**src/rtl/irq_arbiter.sv**
```systemverilog
// irq_arbiter: single-level interrupt/exception arbiter with fixed priority.
//   A synchronous internal exception beats any pending external IRQ; among
//   IRQs the lowest unmasked channel index wins.
//   An accepted cause is latched into EStatus_o:
//     - internal exception: the raw exception code (MSB 0);
//     - IRQ on channel k:   2^(ESW-1) + k.
//   The cause is held while Exc_o is raised. After the datapath acknowledges,
//   the block sits in the handler state until ERET. Handlers do not nest.
//
// Build option:
//   IRQ_EDGE_EN  defined   -> pending bits latch on 0->1 edges of irq_i and
//                             clear when that channel is acknowledged.
//                undefined -> pending follows irq_i directly (level).
//
// Ports:
//   clk, reset            clock, asynchronous active-high reset
//   irq_i      [NCH]      external interrupt sources (ch 0 = highest priority)
//   mask_we, mask_wdata   mask register write (1 = channel disabled)
//   exc_req_i, exc_code_i internal exception request and code
//   ExcAck_i              PC redirected to the vector
//   eret_i                handler finished
//   Exc_o                 exception request to the controller
//   EStatus_o  [ESW]      cause of the current exception
//   ExtIAck_o  [NCH]      one-hot, one-cycle acknowledge to the served channel
//   busy_o                handler in progress
//   dfault_o              sticky double-fault flag (cleared only by reset)
module irq_arbiter #(
  parameter int NCH = 4,
  parameter int ESW = 4
) (
  input  logic           clk,
  input  logic           reset,
  input  logic [NCH-1:0] irq_i,
  input  logic           mask_we,
  input  logic [NCH-1:0] mask_wdata,
  input  logic           exc_req_i,
  input  logic [ESW-1:0] exc_code_i,
  input  logic           ExcAck_i,
  input  logic           eret_i,
  output logic           Exc_o,
  output logic [ESW-1:0] EStatus_o,
  output logic [NCH-1:0] ExtIAck_o,
  output logic           busy_o,
  output logic           dfault_o
);

  typedef enum logic [1:0] {IDLE, REQ, HANDLER} state_t;

  state_t         state, state_d;
  logic [NCH-1:0] mask;
  logic [NCH-1:0] pending;
  logic [NCH-1:0] active;
  logic [NCH-1:0] served, served_d;
  logic [NCH-1:0] ack_q, ack_d;
  logic [ESW-1:0] estatus, estatus_d;
  logic           dfault;

  logic           win_found;
  logic [ESW-2:0] win_idx;
  logic [NCH-1:0] win_onehot;

`ifdef IRQ_EDGE_EN
  logic [NCH-1:0] irq_prev;

  // A new rising edge in the same cycle as the acknowledge keeps the bit set.
  always_ff @(posedge clk or posedge reset) begin
    if (reset) begin
      irq_prev <= '0;
      pending  <= '0;
    end else begin
      irq_prev <= irq_i;
      pending  <= (pending & ~ack_d) | (irq_i & ~irq_prev);
    end
  end
`else
  assign pending = irq_i;
`endif

  assign active = pending & ~mask;

  always_comb begin
    win_found  = 1'b0;
    win_idx    = '0;
    win_onehot = '0;
    for (int unsigned i = 0; i < NCH; i++) begin
      if (active[i] && !win_found) begin
        win_found     = 1'b1;
        win_idx       = (ESW-1)'(i);
        win_onehot[i] = 1'b1;
      end
    end
  end

  always_comb begin
    state_d   = state;
    estatus_d = estatus;
    served_d  = served;
    ack_d     = '0;
    unique case (state)
      IDLE: begin
        if (exc_req_i) begin
          estatus_d = exc_code_i;
          served_d  = '0;
          state_d   = REQ;
        end else if (win_found) begin
          estatus_d = {1'b1, win_idx};
          served_d  = win_onehot;
          state_d   = REQ;
        end
      end
      REQ: begin
        if (ExcAck_i) begin
          // served is zero for an internal exception, so no channel is acked
          ack_d   = served;
          state_d = HANDLER;
        end
      end
      HANDLER: begin
        if (eret_i) begin
          estatus_d = '0;
          served_d  = '0;
          state_d   = IDLE;
        end
      end
      default: state_d = IDLE;
    endcase
  end

  always_ff @(posedge clk or posedge reset) begin
    if (reset) begin
      state   <= IDLE;
      mask    <= '1;
      estatus <= '0;
      served  <= '0;
      ack_q   <= '0;
      dfault  <= 1'b0;
    end else begin
      state   <= state_d;
      estatus <= estatus_d;
      served  <= served_d;
      ack_q   <= ack_d;
      if (mask_we) mask <= mask_wdata;
      if (exc_req_i && (state != IDLE)) dfault <= 1'b1;
    end
  end

  assign Exc_o     = (state == REQ);
  assign busy_o    = (state == HANDLER);
  assign EStatus_o = estatus;
  assign ExtIAck_o = ack_q;
  assign dfault_o  = dfault;

endmodule
```
**config.mk**
```make
export PLATFORM = sky130hd
export DESIGN_NAME = irq_arbiter
export DESIGN_NICKNAME = d
export VERILOG_FILES = /design/src/rtl/irq_arbiter.sv
export SDC_FILE = /design/constraint.sdc
export NUM_CORES = 1
export LEC_CHECK = 0
export BUFFER_PORTS_ARGS = -buffer_cell sky130_fd_sc_hd__clkbuf_2
export CORE_MARGIN = 3
export CORE_UTILIZATION = 54
export CTS_BUF_LIST = sky130_fd_sc_hd__clkbuf_2
export DETAILED_ROUTE_END_ITERATION = 6
export PLACE_DENSITY = 0.93
export SLEW_MARGIN = 20
export SYNTH_ARGS = -nofsm -noshare
export SYNTH_HDL_FRONTEND = slang
export SYNTH_SLANG_ARGS = --single-unit
```
**constraint.sdc**
```tcl
create_clock -name clk -period 4.2 [get_ports clk]
set_input_delay 0.21 -clock clk [delete_from_list [all_inputs] [get_ports clk]]
set_output_delay 0.21 -clock clk [all_outputs]
set_load 0.02 [all_outputs]
```
==> impl_metrics.csv <==
group,metric,value,unit
critical_path,ff2ff_setup_slack,2.71,ns
global_routing,grt_pass1_vias,685,
final_layout,layout_commonest_cell,"clkbuf_2",
sta,skew,0.00608,ns
sta,fmax,652,MHz
power_and_ir_drop,switching_share,38.6,%
critical_path,cp_cell_sequence,"nand2b_1 > inv_1 > clkbuf_2",
critical_path,slowest_stage,"dfrtp_1",
sta,hold_viol,0,
placement,place.gp.congestion,0.819,
yosys,ys_seq_area_share,55.7,%
global_routing,grt_max_degree,20,
power_and_ir_drop,vdd_ir_drop_max,0.312,mV
critical_path,critical_path_arrival,1.32,ns
sta,fin_hold_ws,0.123,ns
floorplanning,rows,13,
sta,fin_crit_sh,36.5,%
critical_path,r2r.worst_path.cells,4,
route,routed_via_density,5.77,
run,max-cap-violations,0,
global_routing,grtUsageTotal,20.4,%
sta,final_max_slew_viol_count,0,
route,drt-wirelength-per-cell,15.6,microns
critical_path,critPathMaxStageDelay,0.50,ns
route,routed_wl,1.80,mm
route,drc,0,
global_routing,antenna_found_initial,0,
final_layout,nets,119,
floorplanning,die_h,46.0,microns
power_and_ir_drop,power_frac_seq,48.1,%
yosys,synthTopCellsByArea,"dfrtp_1 43%, dfstp_2 12%, mux2_2 5.2%",
yosys,yosysWarnings,0,
floorplanning,die-width,46.0,microns
sta,maxSlewHeadroom,54.3,%
final_layout,drive_above_1_share,46.0,%
cts,cts_buffers,3,
cts,cts_root_buf,"clkbuf_2",
placement,hpwl,1.42,mm
final_layout,multi_input_area,357,sq um
hold_path,hp-class,"input port to flip-flop",
floorplanning,design.core.area,0.00140,sq mm
yosys,synthCells,68,
cts,clock_path_buffers,2,
final_layout,final_cell_mix,"32 x clkbuf_2, 15 x dfrtp_1, 5 x inv_1, 5 x a22o_1, 5 x and3_1",
power_and_ir_drop,finalPower,0.552,mW
sta,setup_viol,0,
yosys,syn-cell-area,863,sq um
yosys,synth_top_area_share,43.5,%
critical_path,r2r-end,"served[2]$_DFFE_PP0P_",
critical_path,critPathLaunchType,"flip-flop",
power_and_ir_drop,p_sw,0.213,mW
final_layout,diodes,0,
cts,clk_pin_slew,0.16,ns
run_status,status,"finished clean",
global_routing,overflow,0,
yosys,synth_area_per_cell,12.7,sq um
route,drt_iter0_drc,6,
sta,rsz0062_at_grt,"no",
power_and_ir_drop,power_leakage,0.561,nW
power_and_ir_drop,p_clk_share,14.1,%
placement,io_buffer_count,28,
critical_path,cp-end-kind,"output pin",
hold_path,hp-start,"mask_wdata[3]",
hold_path,min_path_cells,2,
floorplanning,die_area,0.00211,sq mm
floorplanning,start_util,61.7,%
power_and_ir_drop,p_int,0.339,mW
cts,worstSkewPairLatency,0.30,ns
yosys,yosys.area.top_type,"dfrtp_1",
critical_path,reg2reg_from,"mask[2]$_DFFE_PP1P_",
route,antenna_left,0,
route,via_count,664,
power_and_ir_drop,powerDensity,528,mW/mm^2
yosys,ys_seq_elements,19,
sta,period_minus_slack,1.53,ns
power_and_ir_drop,comb_power_share,37.8,%
sta,fin_tns_setup,0,ns
final_layout,final-seq-area,480,sq um
route,firstDrtPassIters,4,
hold_path,hold_path_end,"mask[3]$_DFFE_PP1P_",
cts,cts_sinks,19,
final_layout,synthToLayoutAreaGrowth,21.0,%
floorplanning,io_pins,29,
yosys,synth_cell_types,26,
critical_path,worstPathMaxFanout,7,
critical_path,path_class,"flip-flop to output pin",
cts,h-tree-depth,1,
global_routing,grt_pass1_wl,2.95,mm
yosys,syn-num-nets,86,
critical_path,worstPathRequired,3.99,ns
final_layout,fillers,105,
cts,cts_tree,"done",
sta,worst_pin_slew,0.684,ns
==> repair_timing <==
| action | CTS | global route |
|---|---|---|
| resized for setup | 0 | 0 |
| setup endpoints to repair | 0 | 0 |
| hold buffers | 1 | 0 |
| setup buffers | 0 | 0 |
| hold endpoints to repair | 15 | 0 |
==> kinds of logic after synthesis <==
group                  share of synthesized area (%)
AND/OR/NAND/NOR                                 15.8
AO/OA/AOI/OAI                                   20.3
flip-flops                                      55.7
buffers and inverters                           3.04
multiplexers                                    5.22
==> Yosys cell counts (all sizes together) <==
cell     count
nand4        1
dfstp        4
and3         5
o21ai        4
o31ai        1
o2111ai      1
buf          1
or2b         1
a21oi        2
inv          5
mux2         4
a22o         5
nor2         2
nand2b       5
nor3         1
a32o         1
o211ai       1
o2bb2ai      2
and2b        2
a211oi       1
a21bo        1
nor2b        2
nand2        1
dfrtp       15
==> flip-flops by register name, indices dropped and copies added (netlist names) <==
register and cells:
ExtIAck_o 4, EStatus_o 4, mask 4, state 2
served 4, dfault_o 1
==> how the worst max path moves through the flow <==
| stage | startpoint | end | slack (ns) |
|---|---|---|---|
| detailed placement | mask[2]$_DFFE_PP1P_ | EStatus_o[1]$_DFFE_PP0P_ | 2.75 |
| finish | state[1]$_DFFE_PP0P_ | Exc_o | 2.67 |
| global placement | mask[0]$_DFFE_PP1P_ | served[2]$_DFFE_PP0P_ | 2.82 |
| floorplan | mask[0]$_DFFE_PP1P_ | served[1]$_DFFE_PP0P_ | 2.88 |
| global route | state[1]$_DFFE_PP0P_ | Exc_o | 2.55 |
| CTS | state[1]$_DFFE_PP0P_ | Exc_o | 2.65 |
==> per-stage QoR <==
stage	area, sq um	std cells	setup WS [ns]	utilization (%)
2_1_floorplan	863	68	2.88	-
3_3_place_gp	1010	110	2.82	72.5
3_5_place_dp	1010	110	2.75	72.5
4_1_cts	1040	115	2.65	74.7
5_1_grt	1040	115	2.55	74.7
6_report	1040	115	2.67	74.7
==> routing by layer <==
metal / GRT usage, % / wire [microns] / vias to the layer above / part of all wire [%]
li1: - / - / 313 / -
met1: 22.8 / 731 / 308 / 41
met2: 36.0 / 865 / 34 / 48
met3: 3.95 / 144 / 9 / 8.0
met4: 10.8 / 59 / 0 / 3.3
met5: 0 / 0 / - / 0
==> worst max-delay path, delay by kind of cell, from the launching register on <==
kind          cells  cell delay, ns
buf+inv           2            0.32
flops             1            0.50
simple gates      1            0.19
==> final cells by class <==
| cell class | instances | area share [%] |
|---|---|---|
| Clock buffer | 4 | 1.92 |
| Inverter | 5 | 1.80 |
| Multi-Input combinational cell | 43 | 34.1 |
| Sequential cell | 19 | 46.0 |
| Tap cell | 15 | 1.80 |
| Timing Repair Buffer | 29 | 14.4 |
==> power groups by stage <==
stage	logic [mW]	clock network, mW	registers [mW]
3_5_place_dp	0.207	0	0.269
3_3_place_gp	0.201	0	0.267
2_1_floorplan	0.121	0	0.286
5_1_grt	0.230	0.0891	0.272
4_1_cts	0.210	0.0811	0.265
6_report	0.209	0.0776	0.266
No activity file was read; power rests on OpenSTA's default activity.
